## config.mk

```make
export PLATFORM = sky130hd
export DESIGN_NAME = cpu_trace_dumper
export DESIGN_NICKNAME = d
export VERILOG_FILES = /design/src/rtl/cpu_trace_dumper.sv
export SDC_FILE = /design/constraint.sdc
export NUM_CORES = 1
export LEC_CHECK = 0
export CAP_MARGIN = 0
export CORE_ASPECT_RATIO = 1.2
export CORE_MARGIN = 1.5
export CORE_UTILIZATION = 45
export CTS_CLUSTER_DIAMETER = 80
export DETAILED_ROUTE_END_ITERATION = 8
export GPL_TIMING_DRIVEN = 1
export PLACE_DENSITY = 0.76
export SLEW_MARGIN = 5
export SYNTH_ARGS = -nofsm -noshare
export SYNTH_HDL_FRONTEND = slang
export SYNTH_SLANG_ARGS = --single-unit
```

## constraint.sdc

```tcl
create_clock -name clk -period 18.85 [get_ports clk]
set_clock_uncertainty 0.05 [all_clocks]
set_input_delay 2.8275 -clock clk [delete_from_list [all_inputs] [get_ports clk]]
set_output_delay 2.8275 -clock clk [all_outputs]
set_load 0.01 [all_outputs]
```

## src/rtl/cpu_trace_dumper.sv

```systemverilog
// -----------------------------------------------------------------------------
// cpu_trace_dumper
//
// Run-control and state-dump engine for the single-cycle MIPS core. It lets
// the CPU run until a committed-cycle limit or a halt instruction. It keeps a
// rolling PC/instruction trace while the CPU runs. When the run ends it freezes
// the CPU and streams the following over a valid/ready port:
//   trace (oldest first) -> register file r0..r31 -> data-memory window -> end
//
// Ports
//   clk, rst        : clock, synchronous active-high reset
//   enable_i        : starts a run when in IDLE or DONE
//   cycle_limit_i   : commit count that ends the run (latched with enable_i)
//   commit_i        : CPU retired pc_i / instr_i this cycle
//   pc_i, instr_i   : retiring instruction
//   cpu_stall_o     : holds the CPU frozen (1 everywhere except RUN)
//   rf_raddr_o      : register-file read address (combinational read port)
//   rf_rdata_i      : register-file read data
//   dm_raddr_o      : data-memory byte read address (combinational read port)
//   dm_rdata_i      : data-memory read data
//   out_valid_o     : output record valid
//   out_ready_i     : sink accepts output record
//   out_tag_o       : 0 trace, 1 register, 2 memory, 3 end
//   out_addr_o      : PC / register index / byte address / overflow count
//   out_data_o      : instruction / register / memory word / cycle count
//   done_o          : dump complete
// -----------------------------------------------------------------------------
module cpu_trace_dumper #(
    parameter int unsigned       ADDR_W      = 32,
    parameter int unsigned       DATA_W      = 32,
    parameter int unsigned       TRACE_DEPTH = 8,
    parameter int unsigned       CNT_W       = 16,
    parameter logic [ADDR_W-1:0] DM_BASE     = 32'h0000_0000,
    parameter int unsigned       DM_WORDS    = 9,
    parameter bit                HALT_EN     = 1'b1,
    parameter logic [DATA_W-1:0] HALT_INSTR  = 32'h0000_000C
) (
    input  logic              clk,
    input  logic              rst,
    input  logic              enable_i,
    input  logic [CNT_W-1:0]  cycle_limit_i,
    input  logic              commit_i,
    input  logic [ADDR_W-1:0] pc_i,
    input  logic [DATA_W-1:0] instr_i,
    output logic              cpu_stall_o,
    output logic [4:0]        rf_raddr_o,
    input  logic [DATA_W-1:0] rf_rdata_i,
    output logic [ADDR_W-1:0] dm_raddr_o,
    input  logic [DATA_W-1:0] dm_rdata_i,
    output logic              out_valid_o,
    input  logic              out_ready_i,
    output logic [1:0]        out_tag_o,
    output logic [ADDR_W-1:0] out_addr_o,
    output logic [DATA_W-1:0] out_data_o,
    output logic              done_o
);

    localparam int unsigned PTR_W  = (TRACE_DEPTH > 1) ? $clog2(TRACE_DEPTH) : 1;
    localparam int unsigned FILL_W = PTR_W + 1;
    localparam int unsigned MW_W   = $clog2(DM_WORDS + 1);
    localparam int unsigned ENT_W  = ADDR_W + DATA_W;

    localparam logic [FILL_W-1:0] FILL_FULL  = FILL_W'(TRACE_DEPTH);
    localparam logic [MW_W-1:0]   DM_WORDS_L = MW_W'(DM_WORDS);

    typedef enum logic [2:0] {
        S_IDLE,
        S_RUN,
        S_DRAIN,
        S_REGS,
        S_MEM,
        S_END,
        S_ENDW,   // end record loaded, waiting for its acceptance
        S_DONE
    } state_t;

    state_t            state_q;
    logic              stall_q;
    logic              valid_q;
    logic              done_q;
    logic [1:0]        tag_q;
    logic [ADDR_W-1:0] addr_q;
    logic [DATA_W-1:0] data_q;

    logic [CNT_W-1:0]  limit_q;
    logic [CNT_W-1:0]  count_q;
    logic [CNT_W-1:0]  ovf_q;
    logic [PTR_W-1:0]  wr_ptr_q;
    logic [PTR_W-1:0]  rd_ptr_q;
    logic [FILL_W-1:0] fill_q;
    logic [FILL_W-1:0] drain_left_q;
    logic [4:0]        reg_idx_q;
    logic [ADDR_W-1:0] mem_addr_q;
    logic [MW_W-1:0]   mem_left_q;

    // ------------------------------------------------------------------
    // Trace buffer. Written on every commit in RUN. It is read
    // asynchronously at rd_ptr_q. The output record register is the
    // pipeline stage behind the read, so records still go out one per
    // cycle.
    // ------------------------------------------------------------------
    logic [ENT_W-1:0] trace_mem [TRACE_DEPTH];
    logic             trace_we;
    logic [ENT_W-1:0] trace_rd;

    assign trace_we = (state_q == S_RUN) && commit_i;

    always_ff @(posedge clk) begin
        if (trace_we) begin
            trace_mem[wr_ptr_q] <= {pc_i, instr_i};
        end
    end

    assign trace_rd = trace_mem[rd_ptr_q];

    // ------------------------------------------------------------------
    // Commit bookkeeping (combinational helpers for the RUN state)
    // ------------------------------------------------------------------
    logic [CNT_W-1:0]  count_inc;
    logic [CNT_W-1:0]  ovf_inc;
    logic [PTR_W-1:0]  wr_ptr_inc;
    logic [FILL_W-1:0] fill_inc;
    logic [PTR_W-1:0]  oldest_ptr;
    logic              halt_hit;
    logic              trigger;
    logic              load;

    assign count_inc  = (&count_q) ? count_q : count_q + CNT_W'(1);
    assign ovf_inc    = (&ovf_q)   ? ovf_q   : ovf_q + CNT_W'(1);
    assign wr_ptr_inc = wr_ptr_q + PTR_W'(1);
    assign fill_inc   = (fill_q == FILL_FULL) ? fill_q : fill_q + FILL_W'(1);
    // The oldest live entry sits fill entries behind the write pointer after
    // this commit. When the buffer is full the low bits of fill are zero. The
    // oldest entry is then the slot the next write would overwrite.
    assign oldest_ptr = wr_ptr_inc - fill_inc[PTR_W-1:0];
    assign halt_hit   = HALT_EN && (instr_i == HALT_INSTR);
    // The limit is compared against the post-increment count, so the
    // triggering commit is itself counted. A zero limit can never be
    // reached that way, so it triggers on the first commit.
    assign trigger    = (limit_q == '0) || (count_inc == limit_q) || halt_hit;

    // The output register may take a new record when empty or when the
    // current one is being accepted this cycle.
    assign load = !valid_q || out_ready_i;

    // ------------------------------------------------------------------
    // Control FSM with registered outputs
    // ------------------------------------------------------------------
    always_ff @(posedge clk) begin
        if (rst) begin
            state_q      <= S_IDLE;
            stall_q      <= 1'b1;
            valid_q      <= 1'b0;
            done_q       <= 1'b0;
            tag_q        <= '0;
            addr_q       <= '0;
            data_q       <= '0;
            limit_q      <= '0;
            count_q      <= '0;
            ovf_q        <= '0;
            wr_ptr_q     <= '0;
            rd_ptr_q     <= '0;
            fill_q       <= '0;
            drain_left_q <= '0;
            reg_idx_q    <= '0;
            mem_addr_q   <= '0;
            mem_left_q   <= '0;
        end else begin
            case (state_q)
                S_IDLE, S_DONE: begin
                    if (enable_i) begin
                        limit_q  <= cycle_limit_i;
                        count_q  <= '0;
                        ovf_q    <= '0;
                        wr_ptr_q <= '0;
                        fill_q   <= '0;
                        stall_q  <= 1'b0;
                        done_q   <= 1'b0;
                        state_q  <= S_RUN;
                    end
                end

                S_RUN: begin
                    if (commit_i) begin
                        count_q  <= count_inc;
                        wr_ptr_q <= wr_ptr_inc;
                        fill_q   <= fill_inc;
                        if (fill_q == FILL_FULL) begin
                            ovf_q <= ovf_inc;
                        end
                        if (trigger) begin
                            stall_q      <= 1'b1;
                            rd_ptr_q     <= oldest_ptr;
                            drain_left_q <= fill_inc;
                            state_q      <= S_DRAIN;
                        end
                    end
                end

                S_DRAIN: begin
                    if (load) begin
                        valid_q      <= 1'b1;
                        tag_q        <= 2'd0;
                        addr_q       <= trace_rd[ENT_W-1:DATA_W];
                        data_q       <= trace_rd[DATA_W-1:0];
                        rd_ptr_q     <= rd_ptr_q + PTR_W'(1);
                        drain_left_q <= drain_left_q - FILL_W'(1);
                        if (drain_left_q == FILL_W'(1)) begin
                            reg_idx_q <= '0;
                            state_q   <= S_REGS;
                        end
                    end
                end

                S_REGS: begin
                    if (load) begin
                        valid_q   <= 1'b1;
                        tag_q     <= 2'd1;
                        addr_q    <= ADDR_W'(reg_idx_q);
                        // r0 is hard-wired zero in MIPS; the read port may
                        // return anything for it.
                        data_q    <= (reg_idx_q == '0) ? '0 : rf_rdata_i;
                        reg_idx_q <= reg_idx_q + 5'd1;
                        if (reg_idx_q == 5'd31) begin
                            mem_addr_q <= DM_BASE;
                            mem_left_q <= DM_WORDS_L;
                            state_q    <= S_MEM;
                        end
                    end
                end

                S_MEM: begin
                    if (load) begin
                        valid_q    <= 1'b1;
                        tag_q      <= 2'd2;
                        addr_q     <= mem_addr_q;
                        data_q     <= dm_rdata_i;
                        // Plain modular add: the window may wrap past the
                        // top of the address space.
                        mem_addr_q <= mem_addr_q + ADDR_W'(4);
                        mem_left_q <= mem_left_q - MW_W'(1);
                        if (mem_left_q == MW_W'(1)) begin
                            state_q <= S_END;
                        end
                    end
                end

                S_END: begin
                    if (load) begin
                        valid_q <= 1'b1;
                        tag_q   <= 2'd3;
                        addr_q  <= ADDR_W'(ovf_q);
                        data_q  <= DATA_W'(count_q);
                        state_q <= S_ENDW;
                    end
                end

                S_ENDW: begin
                    if (out_ready_i) begin
                        valid_q <= 1'b0;
                        done_q  <= 1'b1;
                        state_q <= S_DONE;
                    end
                end

                default: begin
                    state_q <= S_IDLE;
                    stall_q <= 1'b1;
                    valid_q <= 1'b0;
                    done_q  <= 1'b0;
                end
            endcase
        end
    end

    assign cpu_stall_o = stall_q;
    assign rf_raddr_o  = reg_idx_q;
    assign dm_raddr_o  = mem_addr_q;
    assign out_valid_o = valid_q;
    assign out_tag_o   = tag_q;
    assign out_addr_o  = addr_q;
    assign out_data_o  = data_q;
    assign done_o      = done_q;

endmodule

```

==> reports/summary.txt <==
core area -> 0.0622 sq mm
number of synthesized flops with an enable pin -> 512
Post-route DRC -> 10
Min Clock Period, post-route -> 5.57 ns
via-per-instance ratio -> 5.97
Crit Path Max Fanout -> 54
Port Buf Inserts -> 252
crit-path leading delay family -> buffers and inverters
clock transition at the registers of the reported paths -> 0.07 ns
die area -> 0.0645 sq mm
Hold Crit Class -> reg -> reg
Pwr Total -> 4150 uW
vias in the first global route -> 17.8k
CTS tree -> done
top_reg_cell synth -> edfxtp_1
fin area -> 0.0340 sq mm
Post-Syn Instances -> 1,850
Ports -> 255
Max-cap violations -> 0
total CTS buffers -> 69
initial DRC count -> 1,737
Slew Viols, Final -> 0
initial antenna violation count -> 8
Leak -> 0.0107 uW
effective utilization at floorplan -> 45.6%
Die Y -> 278 microns
Root Driver -> clkbuf_16
Non-Filler Instances -> 2,961
drt total wl -> 73,500 microns
final hold vios -> 0
flops & latches, synth -> 688
largest net degree at the start of global routing -> 73
Yosys cell types -> 77
GRT Total Usage -> 22.8%
number of clock sinks -> 688
Worst VDD drop -> 0.0000987 V
register area share after synthesis -> 66.7%
CP max-delay cell -> buf_4
HPWL after DPL -> 46,000 microns
Cell Area, Synth -> 0.0283 sq mm
Clock Latency Late Sink -> 0.61 ns
Rows -> 100
first-pass GRT wire length -> 110,000 microns
Syn Area/Cell -> 15.3 sq um
final core occ -> 54.7%
CP Data Arrival Time -> 5.73 ns
RSZ-0062 raised after global routing -> no
final setup TNS -> 0 ns
crit path cell chain -> clkdlybuf4s50_1, nand2_1, or2_2, nor3_2, buf_4
final setup vio count -> 0
share of layout cells above drive strength 1 -> 16.4%
failing checks -> DRC
critical path type -> in -> reg
synth warn -> 0
worst path buffer plus inverter count -> 2
delay of the slowest critical-path stage -> 0.89 ns
crit share post-route -> 29.5%
status -> finished, violations left
CTS Hold Bufs -> 0
Via Count -> 17.7k
routed len/inst -> 24.8 microns
Die W -> 232 microns
Placer Congestion -> 0.896
Worst setup EP type -> flip-flop
Rel. slew slack -> 20.5%
Resize count post-CTS -> 0
Max Buffers Root-to-Sink -> 3
placed insts -> 2,829
asr flop ratio synth -> 0%
gr ovfl total -> 0
dpl cell area -> 0.0317 sq mm
FMAX -> 180 MHz
1st-pass router iterations -> 9
H-Tree Depth -> 3
Area Overhead vs Synth -> 20.1%
Nets -> 2,253
Post-CTS Setup Repair Bufs -> 0
post-route ant nets -> 0
PwrDens -> 122 mW/mm^2
Worst Setup Start Kind -> primary input
Critical Path RT -> 19.01 ns
worst slew pin tran -> 1.19 ns
==> synth_stat cells (5+ instances only) <==
cell | count | area share (%)
a222oi_1 | 45 | 1.6
a311oi_1 | 8 | 0.25
or3_1 | 5 | 0.11
o21ai_1 | 6 | 0.11
nand2b_1 | 8 | 0.18
buf_1 | 21 | 0.28
or2_2 | 6 | 0.13
a221oi_1 | 17 | 0.53
xor2_1 | 34 | 1.1
nand2_1 | 57 | 0.75
inv_1 | 23 | 0.30
a22oi_1 | 7 | 0.19
nand3_1 | 36 | 0.64
buf_2 | 5 | 0.088
a211oi_1 | 33 | 0.87
dfxtp_1 | 176 | 12
nor2b_1 | 6 | 0.13
a21oi_1 | 43 | 0.76
nor2_1 | 204 | 2.7
xnor2_1 | 29 | 0.90
nor3_1 | 46 | 0.81
edfxtp_1 | 512 | 54
o21ai_0 | 50 | 0.88
and4_1 | 5 | 0.15
mux2_2 | 46 | 1.8
clkbuf_1 | 78 | 1.0
mux4_2 | 128 | 10
buf_4 | 5 | 0.13
and3_1 | 12 | 0.26
o211ai_1 | 20 | 0.53
nand4_1 | 14 | 0.31
a31oi_1 | 5 | 0.11
and2_1 | 8 | 0.18
nor4_1 | 17 | 0.38
ha_1 | 19 | 0.84
mux2i_1 | 42 | 1.5
==> logic make-up (layout without fill, tap and decap cells) <==
kind of cell	Yosys count	count (layout)	share of synthesized area [%]
other	1	6	0.0132
DFF	688	688	66.7
xor gates and xnor gates	63	63	1.95
and+or+nand+nor	446	446	7.48
AOI/OAI and AO/OA	276	276	7.31
muxes	217	217	13.5
adders and majority gates	20	20	0.909
buffers and inverters	139	429	2.12
==> power breakdown <==
part | switching (uW) | leakage [uW] | total (uW) | internal (uW)
clock | 585 | 0.00115 | 1430 | 840
sequential | 76.4 | 0.00604 | 1780 | 1710
combinational | 522 | 0.00348 | 939 | 417
total | 1180 | 0.0107 | 4150 | 2960
==> final cells by class <==
| class | instances | area (sq um) |
|---|---|---|
| Fill cell | 4814 | 28200 |
| Sequential cell | 688 | 18900 |
| Multi-Input combinational cell | 1024 | 8940 |
| Timing Repair Buffer | 278 | 2720 |
| Clock buffer | 95 | 1950 |
| Tap cell | 816 | 1020 |
| Clock inverter | 33 | 404 |
| Inverter | 23 | 86.3 |
| Antenna cell | 4 | 10.0 |
==> placed cells by master, fill, tap and decap left out, types with 36 or more instances in the layout <==
cell	instances
a222oi_1	45
nor3_1	43
dfxtp_1	173
nand3_1	36
mux4_2	128
clkdlybuf4s50_1	251
mux2_2	46
nor2_1	197
edfxtp_1	512
a21oi_1	42
clkbuf_16	72
nand2_1	57
mux2i_1	42
o21ai_0	49
==> tightest hold or removal path: cells and delay by family (launching register included) <==
family,cells,cell delay (ns)
compound gates,1,0.07
flops,1,0.32
simple gates,1,0.05
==> layer usage <==
metal | share of wire, % | vias to the layer above | global-route usage (%)
met2 | 50 | 728 | 38.2
met4 | 3.5 | 8 | 9.47
met5 | 0.083 | - | 0
met1 | 39 | 9011 | 29.6
met3 | 6.7 | 134 | 3.56
li1 | - | 7800 | -
==> sequential cells by signal, indices dropped and copies added (netlist names), 2 cells and up, named ones only <==
register	flops
drain_left_q	4
ovf_q	16
rd_ptr_q	3
count_q	16
state_q	3
out_data_o	32
out_tag_o	2
fill_q	4
dm_raddr_o	30
mem_left_q	4
rf_raddr_o	5
limit_q	16
wr_ptr_q	3
trace_mem	512
out_addr_o	32
==> worst paths after layout <==
path / to / slack (ns) / depth (start not counted) / start
worst max register to register: trace_mem[0][56]$_DFFE_PP_ / 14.76 / 7 / state_q[1]$_SDFFE_PP0P_
worst max-delay path: trace_mem[0][56]$_DFFE_PP_ / 13.28 / 5 / commit_i
worst min register to register: drain_left_q[3]$_SDFFE_PP0P_ / 0.44 / 2 / drain_left_q[3]$_SDFFE_PP0P_
worst min-delay path: drain_left_q[3]$_SDFFE_PP0P_ / 0.44 / 2 / drain_left_q[3]$_SDFFE_PP0P_
==> metrics by stage <==
step	hold WS [ns]	setup slack [ns]
after global placement	0.407	12.73
after global routing	0.468	13.17
after floorplan	0.398	10.69
final	0.443	13.28
after detailed placement	0.430	12.66
after CTS	0.438	13.28
Power figures use the tool's default switching activity.
